--- src/rtl/serial_add_ctrl.sv ---
// Bit-serial adder sequencer: one full-adder cell reused LSB-first over WIDTH cycles.
// Optional macro SERIAL_ADD_SUB_EN adds a sub_in port for two's-complement subtraction.
module serial_add_ctrl #(
  parameter int WIDTH = 8,
  parameter int CNT_W = $clog2(WIDTH)
) (
  input  logic             clk,
  input  logic             rst_n,
  input  logic             start_valid,
  output logic             start_ready,
  input  logic [WIDTH-1:0] a_in,
  input  logic [WIDTH-1:0] b_in,
  input  logic             cin_in,
`ifdef SERIAL_ADD_SUB_EN
  input  logic             sub_in,
`endif
  output logic             res_valid,
  input  logic             res_ready,
  output logic [WIDTH-1:0] sum_out,
  output logic             cout_out,
  output logic             busy
);

  typedef enum logic [1:0] {IDLE, RUN, DONE} state_e;

  state_e             state_q, state_d;
  logic [WIDTH-1:0]   a_sh_q, a_sh_d;
  logic [WIDTH-1:0]   b_sh_q, b_sh_d;
  logic [WIDTH-1:0]   s_sh_q, s_sh_d;
  logic [WIDTH-1:0]   sum_q, sum_d;
  logic               c_q, c_d;
  logic               cout_q, cout_d;
  logic [CNT_W-1:0]   cnt_q, cnt_d;

  logic               sum_bit;
  logic               carry_bit;
  logic [WIDTH-1:0]   b_load;
  logic               c_load;

  // The single shared full-adder cell.
  assign sum_bit   = a_sh_q[0] ^ b_sh_q[0] ^ c_q;
  assign carry_bit = (a_sh_q[0] & b_sh_q[0]) | (a_sh_q[0] & c_q) | (b_sh_q[0] & c_q);

`ifdef SERIAL_ADD_SUB_EN
  // Subtraction is a + ~b + 1, so cout=1 means no borrow.
  assign b_load = sub_in ? ~b_in : b_in;
  assign c_load = sub_in ? 1'b1  : cin_in;
`else
  assign b_load = b_in;
  assign c_load = cin_in;
`endif

  always_comb begin
    // NOTE: every next-state signal takes its hold value first so no path infers a latch.
    state_d = state_q;
    a_sh_d  = a_sh_q;
    b_sh_d  = b_sh_q;
    s_sh_d  = s_sh_q;
    sum_d   = sum_q;
    c_d     = c_q;
    cout_d  = cout_q;
    cnt_d   = cnt_q;

    unique case (state_q)
      IDLE: begin
        if (start_valid) begin
          a_sh_d  = a_in;
          b_sh_d  = b_load;
          c_d     = c_load;
          cnt_d   = '0;
          state_d = RUN;
        end
      end
      RUN: begin
        a_sh_d = a_sh_q >> 1;
        b_sh_d = b_sh_q >> 1;
        s_sh_d = {sum_bit, s_sh_q[WIDTH-1:1]};
        c_d    = carry_bit;
        cnt_d  = cnt_q + CNT_W'(1);
        if (cnt_q == CNT_W'(WIDTH - 1)) begin
          sum_d   = {sum_bit, s_sh_q[WIDTH-1:1]};
          cout_d  = carry_bit;
          state_d = DONE;
        end
      end
      DONE: begin
        if (res_ready) state_d = IDLE;
      end
      default: state_d = IDLE;
    endcase
  end

  always_ff @(posedge clk or negedge rst_n) begin
    if (!rst_n) begin
      state_q <= IDLE;
      a_sh_q  <= '0;
      b_sh_q  <= '0;
      s_sh_q  <= '0;
      sum_q   <= '0;
      c_q     <= 1'b0;
      cout_q  <= 1'b0;
      cnt_q   <= '0;
    end else begin
      // NOTE: non-blocking assignments so all registers update from pre-edge values.
      state_q <= state_d;
      a_sh_q  <= a_sh_d;
      b_sh_q  <= b_sh_d;
      s_sh_q  <= s_sh_d;
      sum_q   <= sum_d;
      c_q     <= c_d;
      cout_q  <= cout_d;
      cnt_q   <= cnt_d;
    end
  end

  assign start_ready = (state_q == IDLE);
  assign res_valid   = (state_q == DONE);
  assign busy        = (state_q != IDLE);
  assign sum_out     = sum_q;
  assign cout_out    = cout_q;

endmodule
--- config.mk ---
export PLATFORM = sky130hd
export DESIGN_NAME = serial_add_ctrl
export DESIGN_NICKNAME = d
export VERILOG_FILES = /design/src/rtl/serial_add_ctrl.sv
export SDC_FILE = /design/constraint.sdc
export NUM_CORES = 1
export LEC_CHECK = 0
export ABC_CLOCK_PERIOD_IN_PS = 3350
export BUFFER_PORTS_ARGS = -buffer_cell sky130_fd_sc_hd__buf_2
export CAP_MARGIN = 20
export CORE_MARGIN = 3
export CORE_UTILIZATION = 57
export DETAILED_ROUTE_END_ITERATION = 7
export PLACE_DENSITY = 0.82
export SLEW_MARGIN = 20
export SYNTH_ARGS = -nofsm -noshare
export SYNTH_HDL_FRONTEND = slang
export SYNTH_SLANG_ARGS = --single-unit
export TNS_END_PERCENT = 30
--- constraint.sdc ---
create_clock -name clk -period 3.35 [get_ports clk]
set_clock_uncertainty 0.15 [all_clocks]
set_input_delay 0.5025 -clock clk [delete_from_list [all_inputs] [get_ports clk]]
set_output_delay 0.5025 -clock clk [all_outputs]
set_load 0.01 [all_outputs]
## Word-level counts from Yosys, hierarchy flattened

Index checks and enable logic that the tools add are counted.

- Bits in registers: 39
- Input bits: 21
- Output and inout port bits: 12

- $add $sub $neg: 1
- Eq/ne operators: 6
- Multiplexer cells: 12
- Bitwise operators: 7
- Reduce and logical (&&, ||, !) cells: 6

Operators with widths:

| kind | count |
|---|---|
| $pmux W8 S2 | 2 |
| $mux W8 | 2 |
| $mux W2 | 3 |
| $pmux W2 S3 | 1 |
| $pmux W3 S2 | 1 |
| $ne A2 B2 Y1 const B | 2 |
| $reduce_and A2 Y1 | 2 |
| $reduce_bool A2 Y1 | 2 |
| $add A3 B1 Y3 const B | 1 |
| $and A1 B1 Y1 | 3 |
| $eq A3 B3 Y1 const B | 1 |
| $mux W3 | 1 |
| $reduce_and A3 Y1 | 1 |
| $eq A2 B1 Y1 const B | 1 |
| $eq A2 B2 Y1 const B | 1 |
| $logic_not A2 Y1 | 1 |
| $ne A2 B1 Y1 const B | 1 |
| $or A1 B1 Y1 | 2 |
| $pmux W1 S2 | 1 |
| $xor A1 B1 Y1 | 2 |
| $mux W1 | 1 |

## Logic depth before layout (Yosys ltp)

- Depth after elaboration: 4
- Mapped depth: 5
- Mapped depth without buffers: 4

## Worst setup path after synthesis

OpenSTA, ideal clock, no wires.

- Kind: register to output
- From: register state_q[1]
- To: output port start_ready
- Arrival: 1134 ps
- Required time: 2697 ps
- Slack: 1563 ps
- Stages on the path, launching flop included: 5
- Path buffers: 2
- Cell sequence: dfrtp_1 > buf_2 > buf_2 > or2_2 > inv_1

- Cells in the longest elaborated chain, start to end: 1

RTL lines:

| item | line | RTL |
|---|---|---|
| from (decl) | 26 | `state_e state_q, state_d;` |
| from (signal assigned) | 105 | `state_q <= state_d;` |
| $logic_not A2 Y1 | 116 | `assign start_ready = (state_q == IDLE);` |
| to (decl) | 10 | `output logic start_ready,` |

No other way between the ends.

## Worst setup path after layout

Same ends and word-level chain as after synthesis.

==> results_dict.tcl <==
set metrics [dict create \
    grt_pass1_wl_mm 5.13 \
    place.gp.congestion 0.763 \
    final_common_cell "dfrtp_1" \
    arrival_ns 1.66 \
    dieArea_sq_mm 0.00377 \
    max_freq_mhz 433 \
    root_buffer "clkbuf_4" \
    peakVddDrop_mv 0.446 \
    power_density_mw_per_mm2 925 \
    synth_ff_type "dfrtp_1" \
    crit_required_ns 2.70 \
    dr.first_iter.drc_count 55 \
    clock_path_buffers 2 \
    track_usage 0.197 \
    stdcell_area_sq_mm 0.00196 \
    cpMaxStageDelayCell "dfrtp_1" \
    yosys_warnings 0 \
    top_layer "met4" \
    numCtsBuffers 5 \
    clock-sinks 38 \
    cap_viol_max_count 0 \
    synth_area_sq_mm 0.00175 \
    cts_hold_buffers 0 \
    syn_inst 131 \
    routed_via_density 6.09 \
    rows 19 \
    period_needed_ns 2.31 \
    initial_utilization 0.619 \
    crit_family "flip-flops" \
    status "finished, final reports clean" \
    syn-num-nets 155 \
    path_cells "or2_2 -> inv_1 -> buf_2" \
    crit_path_end_kind "output port" \
    maxSlewViolCount 0 \
    final_util 0.694 \
    worst_slew_margin_rel 0.454 \
    ioPinCount 33 \
    met1_length_mm 1.36 \
    wl_met2_mm 1.65 \
    area_delta_synth_final_pct 12.2 \
    num_antenna_cells 0 \
    async_flop_share 1.00 \
    layout-drive-gt1-share 0.428 \
    grt_max_degree 39 \
    final_cell_mix "dfrtp_1 (38), buf_2 (32), mux2_2 (16), or4b_1 (10), o221a_2 (10)" \
    cts_tree "yes" \
    synth_cell_type_count 25 \
    wl_per_cell_um 17.2 \
    synth_seq_cells 38 \
    vias 1157 \
    die_height_um 61.4 \
    hold_viol_final 0 \
    post-cts-setup-buffer-count 0 \
    cts.clk_slew.worst_paths_ns 0.11 \
    fin_nets 182 \
    final.setup.tns_ns 0 \
    hold_slack_ns 0.0831 \
    setup_viol 0 \
    cp_max_fo 32 \
    core_area_sq_mm 0.00283 \
    ys_seq_area_frac 0.543 \
    first_pass_iters 4 \
    port_buffers 32 \
    placed_cell_area_sq_mm 0.00189 \
    wirelength_mm 3.26 \
    max_stage_delay_ns 0.69 \
    drc_errors 0 \
    synth_edf_count 0 \
    hold_path_class "in2async" \
    rsz0062_at_grt "false" \
    gr-total-overflow 0 \
    dp.final_hpwl_mm 2.20 \
    die_w_um 61.4 \
    crit_buf_inv 2 \
    crit_type "reg2out" \
    grt_pass1_vias 1073 \
    finalCritPeriodShare 0.690 \
    tightest_slew_ns 0.819 \
    antenna_found_initial 0 \
    p_leak_uw 0.000912 \
    antenna_left 0 \
    worstSetupStartpointType "flip-flop" \
    ctsResizeCount 0 \
    wl_met3_um 179 \
    htreeDepth 2 \
    clock_latency_ns 0.35 \
    syn_area_per_cell_sq_um 13.4 \
]
[cells in the mapped netlist (all sizes together), types with 2 or more instances]
master | count | area, sq um
a211o | 2 | 17.5
mux2 | 16 | 180
o221a | 10 | 113
nor4b | 5 | 43.8
dfrtp | 38 | 951
or4b | 10 | 100
nand2b | 4 | 25.0
clkbuf | 3 | 11.3
inv | 7 | 26.3
a211oi | 5 | 37.5
buf | 9 | 51.3
ha | 2 | 25.0
nor4bb | 2 | 20.0
nor3b | 7 | 52.6
a22o | 2 | 17.5
[layer usage]
metal / global-route usage / up-vias
met3: 0.0776 / 8
met2: 0.307 / 30
met5: 0 / -
met4: 0.0970 / 0
met1: 0.240 / 570
li1: - / 549
[final cells by class]
type	instances	area, sq um
clock buffer	5	37.5
sequential	38	951
inverter	7	26.3
clock inverter	3	40.0
multi-input combinational	74	711
fill	212	865
timing repair buffer	32	160
tap	31	38.8
[where the power goes]
part	internal [uW]	switching [uW]
Clock	155	150
Combinational	379	276
Sequential	678	179
Total	1210	605
[final timing paths]
path                            start     endpoint  slack [ns]  depth (start not counted)
max                        state_q[1]  start_ready        1.04                          3
min                             rst_n   sum_out[2]        0.08                          1
max reg2reg                state_q[1]    s_sh_q[5]        1.15                          2
min reg2reg                  cout_out     cout_out        0.36                          1
max in group asynchronous       rst_n     cnt_q[2]        2.45                          1
min in group clk            res_ready   state_q[1]        0.24                          2
[logic make-up (layout without fill, tap and decap cells)]
group	after synthesis	in the layout	synth area share
AOI/OAI and AO/OA	23	23	0.122
adders and majority gates	3	3	0.0257
buffers and inverters	19	47	0.0508
DFF	38	38	0.543
muxes	17	17	0.109
and+or+nand+nor	31	31	0.150
[state kept, by name, summed over array words and instances (netlist names)]
name and count:
cout_out 1, c_q 1, state_q 2, cnt_q 3
s_sh_q 7, a_sh_q 8, b_sh_q 8, sum_out 8
[per-stage QoR]
stage,instances,setup WS [ns],total power (uW)
detailed placement,182,1.18,1530
CTS,190,1.03,1840
global route,190,0.906,1950
finish,190,1.04,1820
floorplan,131,1.56,1350
global placement,182,1.28,1470
Note: power is estimated with default switching activity, not from simulation.
